**src/rtl/dec_entry_to_bin.sv**
```systemverilog
// Decimal key-entry front end: collects up to two BCD digits, commits n = tens*10 + ones
// on enter, and echoes the entry in progress with a blink pulse for the display path.
module dec_entry_to_bin #(
  parameter int BLINK_DIV = 25000000,
  parameter int CNT_W     = 26
) (
  input  logic       clk,
  input  logic       rst_n,
  input  logic       digit_valid,
  input  logic [3:0] digit,
  input  logic       enter,
  input  logic       clear,
  output logic [6:0] n,
  output logic       n_valid,
  output logic [3:0] ten,
  output logic [3:0] one,
  output logic       entering,
  output logic       blink_pulse,
  output logic       err
);

  typedef enum logic [1:0] {
    S_IDLE = 2'd0,
    S_ONE  = 2'd1,
    S_TWO  = 2'd2
  } state_t;

  localparam logic [CNT_W-1:0] CNT_ZERO = {CNT_W{1'b0}};
  localparam logic [CNT_W-1:0] CNT_INC  = {{(CNT_W-1){1'b0}}, 1'b1};
  localparam logic [CNT_W-1:0] CNT_LAST = CNT_W'(BLINK_DIV - 1);

  // Multiply by ten as two shifts and an add; 99 fits in 7 bits.
  function automatic logic [6:0] bcd2_to_bin(input logic [3:0] t, input logic [3:0] o);
    logic [6:0] t7;
    t7 = {3'b000, t};
    return (t7 << 3) + (t7 << 1) + {3'b000, o};
  endfunction

  state_t           state_r, state_s;
  logic [3:0]       ten_r, ten_s, one_r, one_s;
  logic [6:0]       n_r, n_s;
  logic             n_valid_r, n_valid_s;
  logic             err_r, err_s;
  logic             entering_r;
  logic             blink_r, blink_s;
  logic [CNT_W-1:0] cnt_r, cnt_s;

  // Next-state and next-output logic; clear beats enter beats digit_valid.
  always_comb begin
    state_s   = state_r;
    ten_s     = ten_r;
    one_s     = one_r;
    n_s       = n_r;
    n_valid_s = 1'b0;
    err_s     = 1'b0;
    if (clear) begin
      state_s = S_IDLE;
      ten_s   = 4'd0;
      one_s   = 4'd0;
    end else if (enter) begin
      n_s       = bcd2_to_bin(ten_r, one_r);
      n_valid_s = 1'b1;
      state_s   = S_IDLE;
      ten_s     = 4'd0;
      one_s     = 4'd0;
    end else if (digit_valid) begin
      if (digit > 4'd9) begin
        err_s = 1'b1;
      end else begin
        case (state_r)
          S_IDLE: begin
            one_s   = digit;
            ten_s   = 4'd0;
            state_s = S_ONE;
          end
          S_ONE: begin
            ten_s   = one_r;
            one_s   = digit;
            state_s = S_TWO;
          end
          S_TWO: begin
            err_s = 1'b1;
          end
          default: begin
            state_s = S_IDLE;
            ten_s   = 4'd0;
            one_s   = 4'd0;
          end
        endcase
      end
    end else begin
      state_s = state_r;
    end
  end

  // Blink generator: idle holds it off, leaving idle restarts it high.
  always_comb begin
    cnt_s   = cnt_r;
    blink_s = blink_r;
    if (state_s == S_IDLE) begin
      cnt_s   = CNT_ZERO;
      blink_s = 1'b0;
    end else if (state_r == S_IDLE) begin
      cnt_s   = CNT_ZERO;
      blink_s = 1'b1;
    end else if (cnt_r == CNT_LAST) begin
      cnt_s   = CNT_ZERO;
      blink_s = ~blink_r;
    end else begin
      cnt_s   = cnt_r + CNT_INC;
      blink_s = blink_r;
    end
  end

  // State and output registers with synchronous reset.
  always_ff @(posedge clk) begin
    if (!rst_n) begin
      state_r    <= S_IDLE;
      ten_r      <= 4'd0;
      one_r      <= 4'd0;
      n_r        <= 7'd0;
      n_valid_r  <= 1'b0;
      err_r      <= 1'b0;
      entering_r <= 1'b0;
      blink_r    <= 1'b0;
      cnt_r      <= CNT_ZERO;
    end else begin
      state_r    <= state_s;
      ten_r      <= ten_s;
      one_r      <= one_s;
      n_r        <= n_s;
      n_valid_r  <= n_valid_s;
      err_r      <= err_s;
      entering_r <= (state_s != S_IDLE);
      blink_r    <= blink_s;
      cnt_r      <= cnt_s;
    end
  end

  assign n           = n_r;
  assign n_valid     = n_valid_r;
  assign ten         = ten_r;
  assign one         = one_r;
  assign entering    = entering_r;
  assign blink_pulse = blink_r;
  assign err         = err_r;

endmodule

```
**config.mk**
```make
export PLATFORM = sky130hd
export DESIGN_NAME = dec_entry_to_bin
export DESIGN_NICKNAME = d
export VERILOG_FILES = /design/src/rtl/dec_entry_to_bin.sv
export SDC_FILE = /design/constraint.sdc
export NUM_CORES = 1
export LEC_CHECK = 0
export CAP_MARGIN = 5
export CORE_MARGIN = 3
export CORE_UTILIZATION = 50
export DETAILED_ROUTE_END_ITERATION = 16
export GPL_TIMING_DRIVEN = 0
export PLACE_DENSITY_LB_ADDON = 0.2
export SYNTH_ARGS = -nofsm -noshare
export SYNTH_HDL_FRONTEND = slang
export SYNTH_SLANG_ARGS = --single-unit
```
**constraint.sdc**
```tcl
create_clock -name clk -period 2.1 [get_ports clk]
set_clock_uncertainty 0.1 [all_clocks]
set_input_delay 0.42 -clock clk [delete_from_list [all_inputs] [get_ports clk]]
set_output_delay 0.42 -clock clk [all_outputs]
set_load 0.01 [all_outputs]
```
==> results.sh, run 1 <==
export IMPL_outcome="finished clean"
export IMPL_ctsHtreeMaxLevel=2
export IMPL_wl_per_cell_microns=13.3
export IMPL_layout_drive_gt1_share_pct=21.1
export IMPL_numCtsBuffers=5
export IMPL_period_minus_slack_ns=2.05
export IMPL_cts_sinks=47
export IMPL_grt_pass1_vias=1720
export IMPL_antenna_found_initial=0
export IMPL_clkLatencyLatePin_ns=0.31
export IMPL_cts_root_buf="clkbuf_8"
export IMPL_clock_fmax_ghz=0.487
export IMPL_synthDistinctLibCells=37
export IMPL_grt_overflow=0
export IMPL_use_met2_pct=27.3
export IMPL_use_met3_pct=6.20
export IMPL_hp_class="reg2reg"
export IMPL_ys_flop_type="dfxtp_1"
export IMPL_use_met1_pct=24.8
export IMPL_worstRegToRegCells=8
export IMPL_critPathKind="in2reg"
export IMPL_multiInputGateArea_sq_um=1400
export IMPL_netlist_top_cells_area="dfxtp_1, nor2_4, xnor2_1"
export IMPL_rsz0062_at_grt="yes"
export IMPL_synth_largest_area_cell="dfxtp_1"
export IMPL_synth_edf_count=0
export IMPL_initial_utilization_pct=53.4
export IMPL_place_port_buffers=26
export IMPL_cts_tree="done"
export IMPL_clk_pin_slew_worst_paths_ns=0.09
export IMPL_ys_async_sr_fraction_pct=0
export IMPL_cts_hold_fix_buffers=0
export IMPL_start_kind="input pin"
export IMPL_p_leak_nw=0.967
export IMPL_hold_ws_ns=0.385
export IMPL_grtUsageTotal_pct=18.1
export IMPL_slew_headroom_pct=66.2
export IMPL_place_ws_ns=-0.428
export IMPL_dr_pass1_iters=4
export IMPL_layout_common_cells="dfxtp_1, nand2_1, clkdlybuf4s50_1, nand3_1"
export IMPL_slew_viol_final=0
export IMPL_insertedDiodeCount=0
export IMPL_routabilityCongestion=0.852
export IMPL_finalNetCount=319
export IMPL_path_max_fanout=10
export IMPL_wirelength_microns=4640
export IMPL_min_from="state_r[1]"
export IMPL_seq_area_frac_synth_pct=39.1
export IMPL_synth_area_sq_um=2410
export IMPL_setup_viol=0
export IMPL_worstPathRequired_ns=2.25
export IMPL_yosysTopAreaCellShare_pct=39.1
export IMPL_cap_violations=0
export IMPL_syn_area_per_cell_sq_um=9.33
export IMPL_syn_inst=258
export IMPL_final_common_cell="dfxtp_1"
export IMPL_dieArea_sq_um=5680
export IMPL_final_period_utilization_pct=97.7
export IMPL_via_per_inst=5.27
export IMPL_crit_slowest_cell="or4b_4"
export IMPL_seq_area_sq_um=951
export IMPL_grt_busiest_layer="met2"
export IMPL_tightestPinTransition_ns=0.506
export IMPL_yosysWarnings=0
export IMPL_holdPathStages=2
export IMPL_fillers=388
export IMPL_pwr_density_cell_nw_per_um2=515
export IMPL_grt_pass1_wl_microns=7800
export IMPL_reg2reg_slack_ns=0.06
export IMPL_hold_viol_final=0
export IMPL_worstPathCellList="clkdlybuf4s50_1 > o21ai_2 > nand2_2 > a31oi_4 > or4b_4 > buf_12 > nor2_4"
export IMPL_end_kind="flip-flop"
export IMPL_layout_setup_ws_ns=0.0485
export IMPL_crit_buf_inv=2
export IMPL_crit_family="simple AND/OR/NAND/NOR gates"
export IMPL_via_count=1846
export IMPL_vdd_drop_max_v=0.000446
export IMPL_ios=28
export IMPL_die_w_microns=75.4
export IMPL_worstPathArrival_ns=2.20
export IMPL_dr_first_iter_drc_count=98
export IMPL_core_area_sq_um=4500
export IMPL_postRouteAntennaNets=0
export IMPL_grt_max_degree=16
export IMPL_route_detailed_drc=0
export IMPL_whs_endpoint="state_r[1]"
export IMPL_die_h_microns=75.4
export IMPL_max_stage_delay_ns=0.58
export IMPL_hpwl_microns=3370
export IMPL_area_growth_syn_to_layout_pct=22.5
export IMPL_synth_seq_cells=47
export IMPL_cts_path_max_buffers=2
export IMPL_r2r_end="n[5]"
export IMPL_synth_nets=280
export IMPL_fp_row_count=24
export IMPL_regToRegStartpoint="one[3]"
-- Yosys cell counts, types with 3 or more instances --
cell type	number
dfxtp_1	47
nand2_1	26
nand3_1	19
nor2_4	18
xnor2_1	18
inv_1	16
a21oi_1	14
nor2_1	14
ha_1	11
nand4_1	9
xor2_1	9
nor2b_1	6
nor3_1	6
mux2i_1	4
nor4_1	4
and2_1	3
clkbuf_1	3
-- worst min-delay path, stage by stage, from the launching register on --
cell	delay (ns)
dfxtp_1	0.33
nand2_1	0.06
a21oi_1	0.05
-- metal layers --
metal	routed length (microns)	share of wire, %	vias to the layer above
li1	-	-	942
met1	2240	48	862
met2	2120	46	35
met3	224	4.8	7
met4	63	1.4	0
met5	0	0	-
-- cells by family after synthesis --
group	share of synthesized area [%]
AOI/OAI and AO/OA	5.72
xor gates and xnor gates	9.82
adders and majority gates	7.38
buffers and inverters	5.98
DFF	39.1
muxes	1.66
and+or+nand+nor	30.4
-- per-stage QoR --
step	util [%]	setup TNS (ns)	instances	power (mW)	area (sq um)
CTS	63.6	-0.0101	347	1.53	2870
global placement	60.7	-9.01	336	0.985	2740
floorplan	-	0	258	0.953	2410
finish	65.5	0	350	1.52	2950
global route	65.5	-0.0759	350	1.57	2950
detailed placement	60.7	-10.04	336	0.986	2740
-- flip-flops by register name, indices dropped and copies added (netlist names) --
register,flops
blink_pulse,1
cnt_r,26
entering,1
err,1
n,7
n_valid,1
one,4
state_r,2
ten,4
-- power breakdown --
group | leakage [nW] | switching (mW) | internal [mW]
registers | 0.382 | 0.00311 | 0.893
logic | 0.544 | 0.0379 | 0.0371
clock network | 0.0418 | 0.308 | 0.239
total | 0.967 | 0.349 | 1.17
-- worst max-delay path by stage --
stage / startpoint / endpoint / slack (ns) / cells past startpoint
2_1_floorplan: ten[0] / n[5] / 0.02 / 8
3_3_place_gp: digit[2] / cnt_r[15] / -0.38 / 8
3_5_place_dp: digit[2] / cnt_r[25] / -0.43 / 8
4_1_cts: one[3] / n[5] / -0.01 / 8
5_1_grt: one[3] / n[5] / -0.03 / 8
6_report: digit[2] / cnt_r[12] / 0.05 / 7
-- repair_timing --
item | CTS | global route
resized for setup | 7 | 13
pin swaps | 6 | 6
endpoints found under the setup margin | 22 | 23
setup buffers | 3 | 4
-- cell type report --
class | instances | area share, %
flip-flops and latches | 47 | 32.2
plain buffers | 8 | 2.46
well taps | 52 | 2.21
clock inverters | 2 | 0.552
inverters | 16 | 2.04
multi-input cells | 186 | 47.4
repair buffers | 33 | 10.6
clock buffers | 6 | 2.46
Power figures use the tool's default switching activity.
==> run 2: changes to the inputs <==
--- a/config.mk
+++ b/config.mk
@@ -7,10 +7,10 @@
 export LEC_CHECK = 0
 export CAP_MARGIN = 5
 export CORE_MARGIN = 3
-export CORE_UTILIZATION = 50
+export CORE_UTILIZATION = 59
 export DETAILED_ROUTE_END_ITERATION = 16
 export GPL_TIMING_DRIVEN = 0
-export PLACE_DENSITY_LB_ADDON = 0.2
+export PLACE_DENSITY = 0.83
 export SYNTH_ARGS = -nofsm -noshare
 export SYNTH_HDL_FRONTEND = slang
 export SYNTH_SLANG_ARGS = --single-unit
==> constraint.sdc (replaced) <==
create_clock -name clk -period 2.6 [get_ports clk]
set_clock_uncertainty 0.1 [all_clocks]
set_input_delay 0.52 -clock clk [delete_from_list [all_inputs] [get_ports clk]]
set_output_delay 0.52 -clock clk [all_outputs]
set_load 0.01 [all_outputs]
==> results.sh, run 2 (same netlist as run 1, synthesis figures left out) <==
export IMPL_fp_row_count=22
export IMPL_worstPathRequired_ns=2.75
export IMPL_worstPathCellList="clkdlybuf4s50_1 > o21ai_2 > nand2_2 > a31oi_1 > or4b_1 > buf_6 > buf_12 > nor2_4"
export IMPL_clkLatencyLatePin_ns=0.30
export IMPL_finalNetCount=313
export IMPL_largest_reg_flops=26
export IMPL_area_growth_syn_to_layout_pct=16.7
export IMPL_cts_hold_fix_buffers=0
export IMPL_wirelength_microns=4430
export IMPL_final_period_utilization_pct=87.5
export IMPL_cts_setup_buffers=0
export IMPL_hold_viol_final=0
export IMPL_die_w_microns=69.9
export IMPL_dr_pass1_iters=6
export IMPL_cts_tree="done"
export IMPL_crit_slowest_cell="or4b_1"
export IMPL_core_area_sq_um=3800
export IMPL_tightestPinTransition_ns=0.510
export IMPL_grtUsageTotal_pct=19.7
export IMPL_cts_sinks=47
export IMPL_rsz0062_at_grt="no"
export IMPL_max_stage_delay_ns=0.46
export IMPL_layout_common_cells="dfxtp_1, nand2_1, clkdlybuf4s50_1, nand3_1"
export IMPL_via_count=1818
export IMPL_postRouteAntennaNets=0
export IMPL_p_leak_nw=0.943
export IMPL_hpwl_microns=3340
export IMPL_cts_path_max_buffers=2
export IMPL_fillers=271
export IMPL_power_mw=1.21
export IMPL_wl_per_cell_microns=13.0
export IMPL_ios=28
export IMPL_grt_max_degree=14
export IMPL_multiInputGateArea_sq_um=1320
export IMPL_ctsResizeCount=0
export IMPL_dr_first_iter_drc_count=98
export IMPL_antenna_found_initial=0
export IMPL_dieArea_sq_um=4880
export IMPL_period_minus_slack_ns=2.28
export IMPL_routabilityCongestion=0.854
export IMPL_place_port_buffers=26
export IMPL_insertedDiodeCount=0
export IMPL_initial_utilization_pct=63.4
export IMPL_die_h_microns=69.9
export IMPL_grt_pass1_wl_microns=7820
export IMPL_final_common_cell="dfxtp_1"
export IMPL_path_max_fanout=10
export IMPL_vdd_drop_max_v=0.000363
export IMPL_tns_ns=0
export IMPL_slew_viol_final=0
export IMPL_grt_pass1_vias=1745
export IMPL_pwr_density_cell_nw_per_um2=429
export IMPL_hp_class="reg2reg"
export IMPL_outcome="finished clean"
export IMPL_ctsHtreeMaxLevel=2
export IMPL_numCtsBuffers=5
export IMPL_critPathKind="in2reg"
export IMPL_setup_viol=0
export IMPL_via_per_inst=5.35
export IMPL_slew_headroom_pct=65.9
export IMPL_end_kind="flip-flop"
export IMPL_clock_fmax_ghz=0.440
export IMPL_start_kind="input pin"
export IMPL_largest_register="cnt_r"
export IMPL_layout_drive_gt1_share_pct=13.4
export IMPL_route_detailed_drc=0
export IMPL_cts_root_buf="clkbuf_8"
export IMPL_grt_overflow=0
export IMPL_cap_violations=0
export IMPL_seq_area_sq_um=941
export IMPL_worstPathArrival_ns=2.42
export IMPL_clk_pin_slew_worst_paths_ns=0.08
run 2: cell types whose count changed in the layout (fill, tap and decap cells not counted), moves of 2 or more:
cell     delta
buf_4       -7
dfxtp_1     +4
inv_1       +3
inv_2       -3
a21oi_1     +2
a21oi_2     -2
dfxtp_2     -2
dfxtp_4     -2
fa_1        +2
fa_2        -2
ha_1        +2
ha_4        -2
run 2: final timing paths:
| path | startpoint | to | slack (ns) | depth (start not counted) |
|---|---|---|---|---|
| max | digit[2] | cnt_r[19] | 0.32 | 8 |
| min | cnt_r[0] | cnt_r[0] | 0.36 | 1 |
| max reg2reg | ten[2] | n[5] | 0.38 | 8 |
| min reg2reg | cnt_r[0] | cnt_r[0] | 0.36 | 1 |
run 2: per-stage QoR:
step	utilization, %	instance area, sq um	std cells	setup slack [ns]	hold WS [ns]
detailed placement	71.8	2730	332	0.0180	0.342
global placement	71.8	2730	332	0.0273	0.334
floorplan	-	2410	258	0.461	0.323
finish	73.9	2810	340	0.325	0.360
CTS	73.9	2810	340	0.337	0.363
global route	73.9	2810	340	0.199	0.373
run 2: final cells by class:
type	count	share of cell area [%]
buffer	9	2.98
clock buffer	7	2.72
clock inverter	1	0.178
inverter	16	2.14
multi-input combinational	186	47.1
sequential	47	33.5
tap	48	2.14
timing repair buffer	26	9.27
run 2: worst max-delay path, delay by kind of cell:
family,cells,cell delay [ns]
buf+inv,3,0.77
simple gates,3,0.67
compound gates,2,0.45
run 2: layer usage:
metal | GRT usage, % | vias to the layer above | share of wire (%)
met5 | 0 | - | 0
met1 | 26.9 | 848 | 49
met4 | 6.38 | 0 | 1.4
met3 | 4.46 | 7 | 2.8
met2 | 30.8 | 23 | 47
li1 | - | 940 | -
run 2: report_power, final:
group	leakage [nW]	internal [mW]	switching [mW]	total, mW
registers	0.379	0.723	0.00255	0.725
clock network	0.0422	0.189	0.237	0.426
logic	0.522	0.0258	0.0284	0.0542
